`src/rtl/surfturf_wb_splitter.sv`:
```
`default_nettype none
// ============================================================================
// Module : surfturf_wb_splitter
// Desc   : Classic-Wishbone splitter to N_CH channel ports plus one aux port,
//          one transaction in flight. Optional slave-ack timeout is built when
//          SURFTURF_WB_TIMEOUT_EN is defined.
// Rev    : 1.0  initial release
// ============================================================================
module surfturf_wb_splitter #(
  parameter int ADDR_WIDTH     = 12,
  parameter int N_CH           = 8,
  parameter int CH_ADDR_BITS   = 6,
  parameter int TIMEOUT_CYCLES = 255,
  parameter int SEL_BITS       = ADDR_WIDTH - 1 - CH_ADDR_BITS
) (
  input  logic                         wb_clk_i,
  input  logic                         wb_rstn_i,
  input  logic                         wb_cyc_i,
  input  logic                         wb_stb_i,
  input  logic                         wb_we_i,
  input  logic [ADDR_WIDTH-1:0]        wb_adr_i,
  input  logic [3:0]                   wb_sel_i,
  input  logic [31:0]                  wb_dat_i,
  output logic                         wb_ack_o,
  output logic                         wb_err_o,
  output logic                         wb_rty_o,
  output logic [31:0]                  wb_dat_o,
  output logic [N_CH-1:0]              ch_cyc_o,
  output logic [N_CH-1:0]              ch_stb_o,
  output logic [N_CH-1:0]              ch_we_o,
  output logic [N_CH*CH_ADDR_BITS-1:0] ch_adr_o,
  output logic [N_CH*4-1:0]            ch_sel_o,
  output logic [N_CH*32-1:0]           ch_dat_o,
  input  logic [N_CH-1:0]              ch_ack_i,
  input  logic [N_CH-1:0]              ch_err_i,
  input  logic [N_CH*32-1:0]           ch_dat_i,
  output logic                         aux_cyc_o,
  output logic                         aux_stb_o,
  output logic                         aux_we_o,
  output logic [ADDR_WIDTH-2:0]        aux_adr_o,
  output logic [3:0]                   aux_sel_o,
  output logic [31:0]                  aux_dat_o,
  input  logic                         aux_ack_i,
  input  logic                         aux_err_i,
  input  logic [31:0]                  aux_dat_i,
  output logic                         timeout_o,
  output logic [5:0]                   timeout_ch_o
);

  typedef enum logic [1:0] {
    S_IDLE   = 2'd0,
    S_ACTIVE = 2'd1,
    S_RESP   = 2'd2
  } state_t;

  state_t                r_state;
  logic [1:0]            r_sync;
  logic                  r_stb;
  logic                  r_aux;
  logic [N_CH-1:0]       r_ch_sel;
  logic [ADDR_WIDTH-2:0] r_adr;
  logic                  r_we;
  logic [3:0]            r_sel;
  logic [31:0]           r_dat;
  logic                  r_ack;
  logic                  r_err;
  logic [31:0]           r_dat_o;

  logic                  w_aux;
  logic [SEL_BITS-1:0]   w_idx;
  logic [N_CH-1:0]       w_onehot;
  logic                  w_mapped;
  logic                  w_sack;
  logic                  w_serr;
  logic [31:0]           w_sdat;

`ifdef SURFTURF_WB_TIMEOUT_EN
  localparam logic [15:0] c_TO_LAST = 16'(TIMEOUT_CYCLES - 1);
  logic [15:0] r_cnt;
  logic [5:0]  r_idx;
  logic        r_timeout;
  logic [5:0]  r_timeout_ch;
`endif

  assign w_aux    = wb_adr_i[ADDR_WIDTH-1];
  assign w_idx    = wb_adr_i[CH_ADDR_BITS +: SEL_BITS];
  assign w_mapped = w_aux | (|w_onehot);

  // r_ch_sel is one-hot (or zero), so OR-reduction acts as the response mux
  always_comb begin
    w_onehot = '0;
    w_sack   = r_aux & aux_ack_i;
    w_serr   = r_aux & aux_err_i;
    w_sdat   = r_aux ? aux_dat_i : 32'h0;
    for (int i = 0; i < N_CH; i++) begin
      w_onehot[i] = (int'(w_idx) == i);
      if (r_ch_sel[i]) begin
        w_sack = w_sack | ch_ack_i[i];
        w_serr = w_serr | ch_err_i[i];
        w_sdat = w_sdat | ch_dat_i[i*32 +: 32];
      end
    end
  end

  // Reset release is synchronised; r_sync[1] gates transaction acceptance
  always_ff @(posedge wb_clk_i or negedge wb_rstn_i) begin
    if (!wb_rstn_i) begin
      r_sync <= 2'b00;
    end else begin
      r_sync <= {r_sync[0], 1'b1};
    end
  end

  always_ff @(posedge wb_clk_i or negedge wb_rstn_i) begin
    if (!wb_rstn_i) begin
      r_state  <= S_IDLE;
      r_stb    <= 1'b0;
      r_aux    <= 1'b0;
      r_ch_sel <= '0;
      r_adr    <= '0;
      r_we     <= 1'b0;
      r_sel    <= 4'h0;
      r_dat    <= 32'h0;
      r_ack    <= 1'b0;
      r_err    <= 1'b0;
      r_dat_o  <= 32'h0;
`ifdef SURFTURF_WB_TIMEOUT_EN
      r_cnt        <= 16'h0;
      r_idx        <= 6'h00;
      r_timeout    <= 1'b0;
      r_timeout_ch <= 6'h00;
`endif
    end else begin
      r_ack <= 1'b0;
      r_err <= 1'b0;
`ifdef SURFTURF_WB_TIMEOUT_EN
      r_timeout <= 1'b0;
`endif
      case (r_state)
        S_IDLE: begin
          if (r_sync[1] && wb_cyc_i && wb_stb_i) begin
            r_adr    <= wb_adr_i[ADDR_WIDTH-2:0];
            r_we     <= wb_we_i;
            r_sel    <= wb_sel_i;
            r_dat    <= wb_dat_i;
            r_aux    <= w_aux;
            r_ch_sel <= w_aux ? '0 : w_onehot;
`ifdef SURFTURF_WB_TIMEOUT_EN
            r_idx    <= w_aux ? 6'h3F : 6'(w_idx);
            r_cnt    <= 16'h0;
`endif
            if (w_mapped) begin
              r_stb   <= 1'b1;
              r_state <= S_ACTIVE;
            end else begin
              r_err   <= 1'b1;
              r_dat_o <= 32'h0;
              r_state <= S_RESP;
            end
          end
        end
        S_ACTIVE: begin
          if (!wb_cyc_i) begin
            r_stb   <= 1'b0;
            r_state <= S_IDLE;
          end else if (w_sack || w_serr) begin
            r_stb   <= 1'b0;
            r_dat_o <= w_sdat;
            r_ack   <= ~w_serr;
            r_err   <= w_serr;
            r_state <= S_RESP;
          end
`ifdef SURFTURF_WB_TIMEOUT_EN
          else if (r_cnt == c_TO_LAST) begin
            r_stb        <= 1'b0;
            r_dat_o      <= 32'h0;
            r_err        <= 1'b1;
            r_timeout    <= 1'b1;
            r_timeout_ch <= r_idx;
            r_state      <= S_RESP;
          end else begin
            r_cnt <= r_cnt + 16'd1;
          end
`endif
        end
        default: begin
          r_state <= S_IDLE;
        end
      endcase
    end
  end

  // An upstream abort during the response cycle suppresses ack/err
  assign wb_ack_o = r_ack & wb_cyc_i;
  assign wb_err_o = r_err & wb_cyc_i;
  assign wb_rty_o = 1'b0;
  assign wb_dat_o = r_dat_o;

  for (genvar g = 0; g < N_CH; g++) begin : g_ch
    assign ch_cyc_o[g]                            = r_stb & r_ch_sel[g];
    assign ch_stb_o[g]                            = r_stb & r_ch_sel[g];
    assign ch_we_o[g]                             = r_we & r_ch_sel[g];
    assign ch_adr_o[g*CH_ADDR_BITS +: CH_ADDR_BITS] = r_adr[CH_ADDR_BITS-1:0];
    assign ch_sel_o[g*4 +: 4]                     = r_sel;
    assign ch_dat_o[g*32 +: 32]                   = r_dat;
  end

  assign aux_cyc_o = r_stb & r_aux;
  assign aux_stb_o = r_stb & r_aux;
  assign aux_we_o  = r_we & r_aux;
  assign aux_adr_o = r_adr;
  assign aux_sel_o = r_sel;
  assign aux_dat_o = r_dat;

`ifdef SURFTURF_WB_TIMEOUT_EN
  assign timeout_o    = r_timeout;
  assign timeout_ch_o = r_timeout_ch;
`else
  assign timeout_o    = 1'b0;
  assign timeout_ch_o = 6'h00;
`endif

endmodule
`default_nettype wire

```
`config.mk`:
```
export PLATFORM = sky130hd
export DESIGN_NAME = surfturf_wb_splitter
export DESIGN_NICKNAME = d
export VERILOG_FILES = /design/src/rtl/surfturf_wb_splitter.sv
export SDC_FILE = /design/constraint.sdc
export NUM_CORES = 1
export LEC_CHECK = 0
export CORE_AREA = 2 2 315 317
export DETAILED_ROUTE_END_ITERATION = 8
export DIE_AREA = 0 0 317 319
export PLACE_DENSITY = 0.41
export SLEW_MARGIN = 20
export SYNTH_ARGS = -nofsm -noshare
export SYNTH_HDL_FRONTEND = slang
export SYNTH_SLANG_ARGS = --single-unit
```
`constraint.sdc`:
```
create_clock -name wb_clk_i -period 2.5 [get_ports wb_clk_i]
set_clock_uncertainty 0.2 [all_clocks]
set_input_delay 0.375 -clock wb_clk_i [delete_from_list [all_inputs] [get_ports wb_clk_i]]
set_output_delay 0.375 -clock wb_clk_i [all_outputs]
set_load 0.01 [all_outputs]
```
==> results of run 1 <==
[cell usage in the layout (no fill, tap or decap), types with 2 or more instances in the layout]
cell type / Yosys / final
sky130_fd_sc_hd__a22o_1: 2 / 2
sky130_fd_sc_hd__a22oi_1: 69 / 69
sky130_fd_sc_hd__clkbuf_16: 0 / 9
sky130_fd_sc_hd__a222oi_1: 34 / 34
sky130_fd_sc_hd__inv_6: 0 / 2
sky130_fd_sc_hd__nand4_1: 34 / 34
sky130_fd_sc_hd__buf_4: 357 / 75
sky130_fd_sc_hd__o211ai_1: 32 / 32
sky130_fd_sc_hd__nor2_1: 3 / 3
sky130_fd_sc_hd__inv_1: 4 / 4
sky130_fd_sc_hd__clkdlybuf4s50_1: 0 / 797
sky130_fd_sc_hd__and2_1: 20 / 19
sky130_fd_sc_hd__o21ai_0: 36 / 36
sky130_fd_sc_hd__inv_8: 0 / 2
sky130_fd_sc_hd__nand2_1: 146 / 146
sky130_fd_sc_hd__buf_6: 1 / 4
sky130_fd_sc_hd__nand3_1: 32 / 32
sky130_fd_sc_hd__conb_1: 2 / 9
sky130_fd_sc_hd__a221oi_2: 0 / 10
sky130_fd_sc_hd__dfrtp_1: 96 / 86
sky130_fd_sc_hd__a221oi_1: 32 / 22
sky130_fd_sc_hd__dfrtp_4: 0 / 4
sky130_fd_sc_hd__dfrtp_2: 0 / 6
sky130_fd_sc_hd__a32o_1: 7 / 7
sky130_fd_sc_hd__diode_2: 0 / 4
sky130_fd_sc_hd__and3_1: 34 / 32
sky130_fd_sc_hd__buf_12: 0 / 19
[layout make-up]
class | instances | share of cell area
timing repair buffer | 899 | 0.545
tap | 1287 | 0.0971
multi-input combinational | 503 | 0.192
sequential | 96 | 0.146
clock buffer | 9 | 0.0136
inverter | 4 | 0.000906
antenna | 4 | 0.000604
clock inverter | 7 | 0.00521
[logic make-up (layout without fill, tap and decap cells)]
family	Yosys count	in the layout	share of synthesized area
buffers and inverters	432	919	0.354
and+or+nand+nor	275	275	0.157
AOI/OAI and AO/OA	219	219	0.203
DFF	96	96	0.286
other	2	13	0.000893
[critical path: stages, from the launching register on]
cell and delay [ps]:
sky130_fd_sc_hd__dfrtp_2 510, sky130_fd_sc_hd__buf_12 190, sky130_fd_sc_hd__a222oi_1 580, sky130_fd_sc_hd__buf_4 270, sky130_fd_sc_hd__a41o_4 250, sky130_fd_sc_hd__buf_12 150
sky130_fd_sc_hd__o211ai_1 110
[power groups by stage]
stage               sequential, W  clock (W)  combinational, W
finish                    0.00254    0.00161           0.00573
CTS                       0.00257    0.00173           0.00583
floorplan                 0.00249          0           0.00296
global route              0.00264    0.00176           0.00612
detailed placement        0.00262          0           0.00577
global placement          0.00257          0           0.00578
[state kept, by name, indices dropped and copies added (netlist names), 2 cells and up]
| name | count |
|---|---|
| aux_adr_o | 11 |
| r_state | 2 |
| wb_dat_o | 32 |
| aux_dat_o | 32 |
| r_sync | 2 |
| r_ch_sel | 8 |
| aux_sel_o | 4 |
[metrics by stage]
stage          hold WS [ps]  setup TNS (ps)  cell area, µm²  power, W  setup WS (ps)
4_1_cts                 145               0           16500    0.0101           3.41
5_1_grt                 164           -17.0           16600    0.0105          -12.6
2_1_floorplan          -121               0            8440   0.00544            447
3_5_place_dp            136           -1180           16000   0.00839           -106
6_report                149               0           16600   0.00989           49.2
3_3_place_gp            134           -1680           16000   0.00836           -135
[per-layer routing]
metal,routed length (µm),vias to the layer above,track usage
li1,-,4286,-
met1,21300,4608,0.118
met2,26800,602,0.176
met3,3580,70,0.0178
met4,1970,2,0.0471
met5,7,-,0
[final timing paths]
| check | endpoint | from | slack, ps | depth (start not counted) |
|---|---|---|---|---|
| max | wb_dat_o[26]$_DFFE_PN0P_ | r_ch_sel[5]$_DFFE_PN0P_ | 50 | 6 |
| max in group asynchronous | aux_dat_o[5]$_DFFE_PN0P_ | wb_rstn_i | 1210 | 3 |
| min reg2reg | r_sync[1]$_DFF_PN0_ | r_sync[0]$_DFF_PN0_ | 150 | 0 |
| min in group asynchronous | aux_dat_o[17]$_DFFE_PN0P_ | wb_rstn_i | 260 | 2 |
| max reg2reg | wb_dat_o[26]$_DFFE_PN0P_ | r_ch_sel[5]$_DFFE_PN0P_ | 50 | 6 |
| min | r_sync[1]$_DFF_PN0_ | r_sync[0]$_DFF_PN0_ | 150 | 0 |
[what timing repair did]
item                       in CTS  in global routing
setup endpoints to repair      41                 40
setup buffers                   9                  2
hold buffers                    1                  0
gates cloned                    1                  0
pin swaps                       1                  2
gates resized for setup         7                 19
hold endpoints to repair       33                  0
==> impl_metrics.tcl, run 1 <==
set metrics [dict create \
    critPathArrivalTime_ps 2510 \
    netlist.top_cell.by_area "sky130_fd_sc_hd__buf_4" \
    clkPwrFrac 0.163 \
    max_cap_viol_count 0 \
    syn_area_um2 8410 \
    fin_cells 2809 \
    grt_max_degree 60 \
    timing.fmax_mhz 408 \
    syn_inst 1024 \
    clock-root-buffer "sky130_fd_sc_hd__clkbuf_16" \
    regArea_um2 2420 \
    asyncSetResetFlopFracSynth 1.00 \
    hold_viol 0 \
    timing.slew.headroom 0.537 \
    portBuffers 802 \
    grt_pass1_wl_um 71900 \
    die_width_um 317 \
    worst_ep_required_time_ps 2560 \
    cts.clk_slew.worst_paths_ps 90 \
    grt_overflow 0 \
    postRouteAntennaNets 0 \
    total_leakage_power_nw 6.24 \
    synth_enable_flop_cells 0 \
    pwr_density_cell_nw_per_um2 597 \
    switching_share 0.376 \
    power.ir.vdd_worst_mv 0.324 \
    synth_flop_cell "sky130_fd_sc_hd__dfrtp_1" \
    dp_hpwl_um 43300 \
    vias_per_cell 3.41 \
    synth_area_per_cell_um2 8.22 \
    yosys.cell_count.top_type "sky130_fd_sc_hd__buf_4" \
    grt_pass1_vias 9799 \
    worst_path_class_setup "flop to flop" \
    antenna_found_initial 10 \
    p_seq_frac 0.257 \
    yosys-top-cells-count "357 x sky130_fd_sc_hd__buf_4, 146 x sky130_fd_sc_hd__nand2_1, 96 x sky130_fd_sc_hd__dfrtp_1" \
    wirelength_um 53600 \
    clock_insertion_delay_worst_skew_ps 400 \
    area_growth_pct 97.1 \
    cts_tree "yes" \
    power_report.internal_total_w 0.00617 \
    synth_top_area_frac 0.319 \
    path_max_fanout 16 \
    multi_input_area_um2 3180 \
    grt_setup_unrepaired "true" \
    endpoint_kind "flop" \
    max_slew.worst_pin.slew_ps 695 \
    die_area_um2 101000 \
    net-switching-power_w 0.00372 \
    detailedRoute.firstPassIterationCount 8 \
    yosysUniqueCellTypes 35 \
    critical_path.startpoint_type "flop" \
    final_min_period_over_clock_period 0.980 \
    initialDrtViolationCount 616 \
    cts_max_level 3 \
    detail_route.wl_per_cell_um 19.1 \
    postSynthRegisterBits 96 \
    post-route-util 0.170 \
    final.fill_count 10900 \
    clock_tree.buffer_depth 2 \
    yosys-top-cells-area "sky130_fd_sc_hd__buf_4 32%, sky130_fd_sc_hd__dfrtp_1 29%, sky130_fd_sc_hd__nand2_1 6.5%" \
    dr_total_vias 9568 \
    gp_congestion 0.822 \
    placeableCoreArea_um2 97700 \
    global_routing_usage_summed_across_all_routing_layers 0.101 \
    cts-buffers-inserted 9 \
    die_height_um 319 \
    start_util 0.0861 \
    final-max-slew-violation-count 0 \
    run_status "finished, final reports clean" \
    placedCellCount 2776 \
    drive_above_1_share 0.0968 \
    hp-class "flop to flop" \
    period_minus_slack_ps 2450 \
    count_of_final_setup_violators 0 \
    combPwrFrac 0.580 \
    number_of_standard_cell_rows_in_the_floorplan 115 \
    yosysSeqAreaShare 0.286 \
    yosysWarningCount 0 \
    final_nets 1872 \
    clkSinkCount 96 \
    drt_drc_violations_left 0 \
    io_pins 811 \
]
(Power assumes the default switching activity.)
==> run 2, diff against run 1 <==
- GPL_ROUTABILITY_DRIVEN: default -> 0
==> results of run 2 <==
No change in the layout: final DEF, timing and power equal those of run 1.
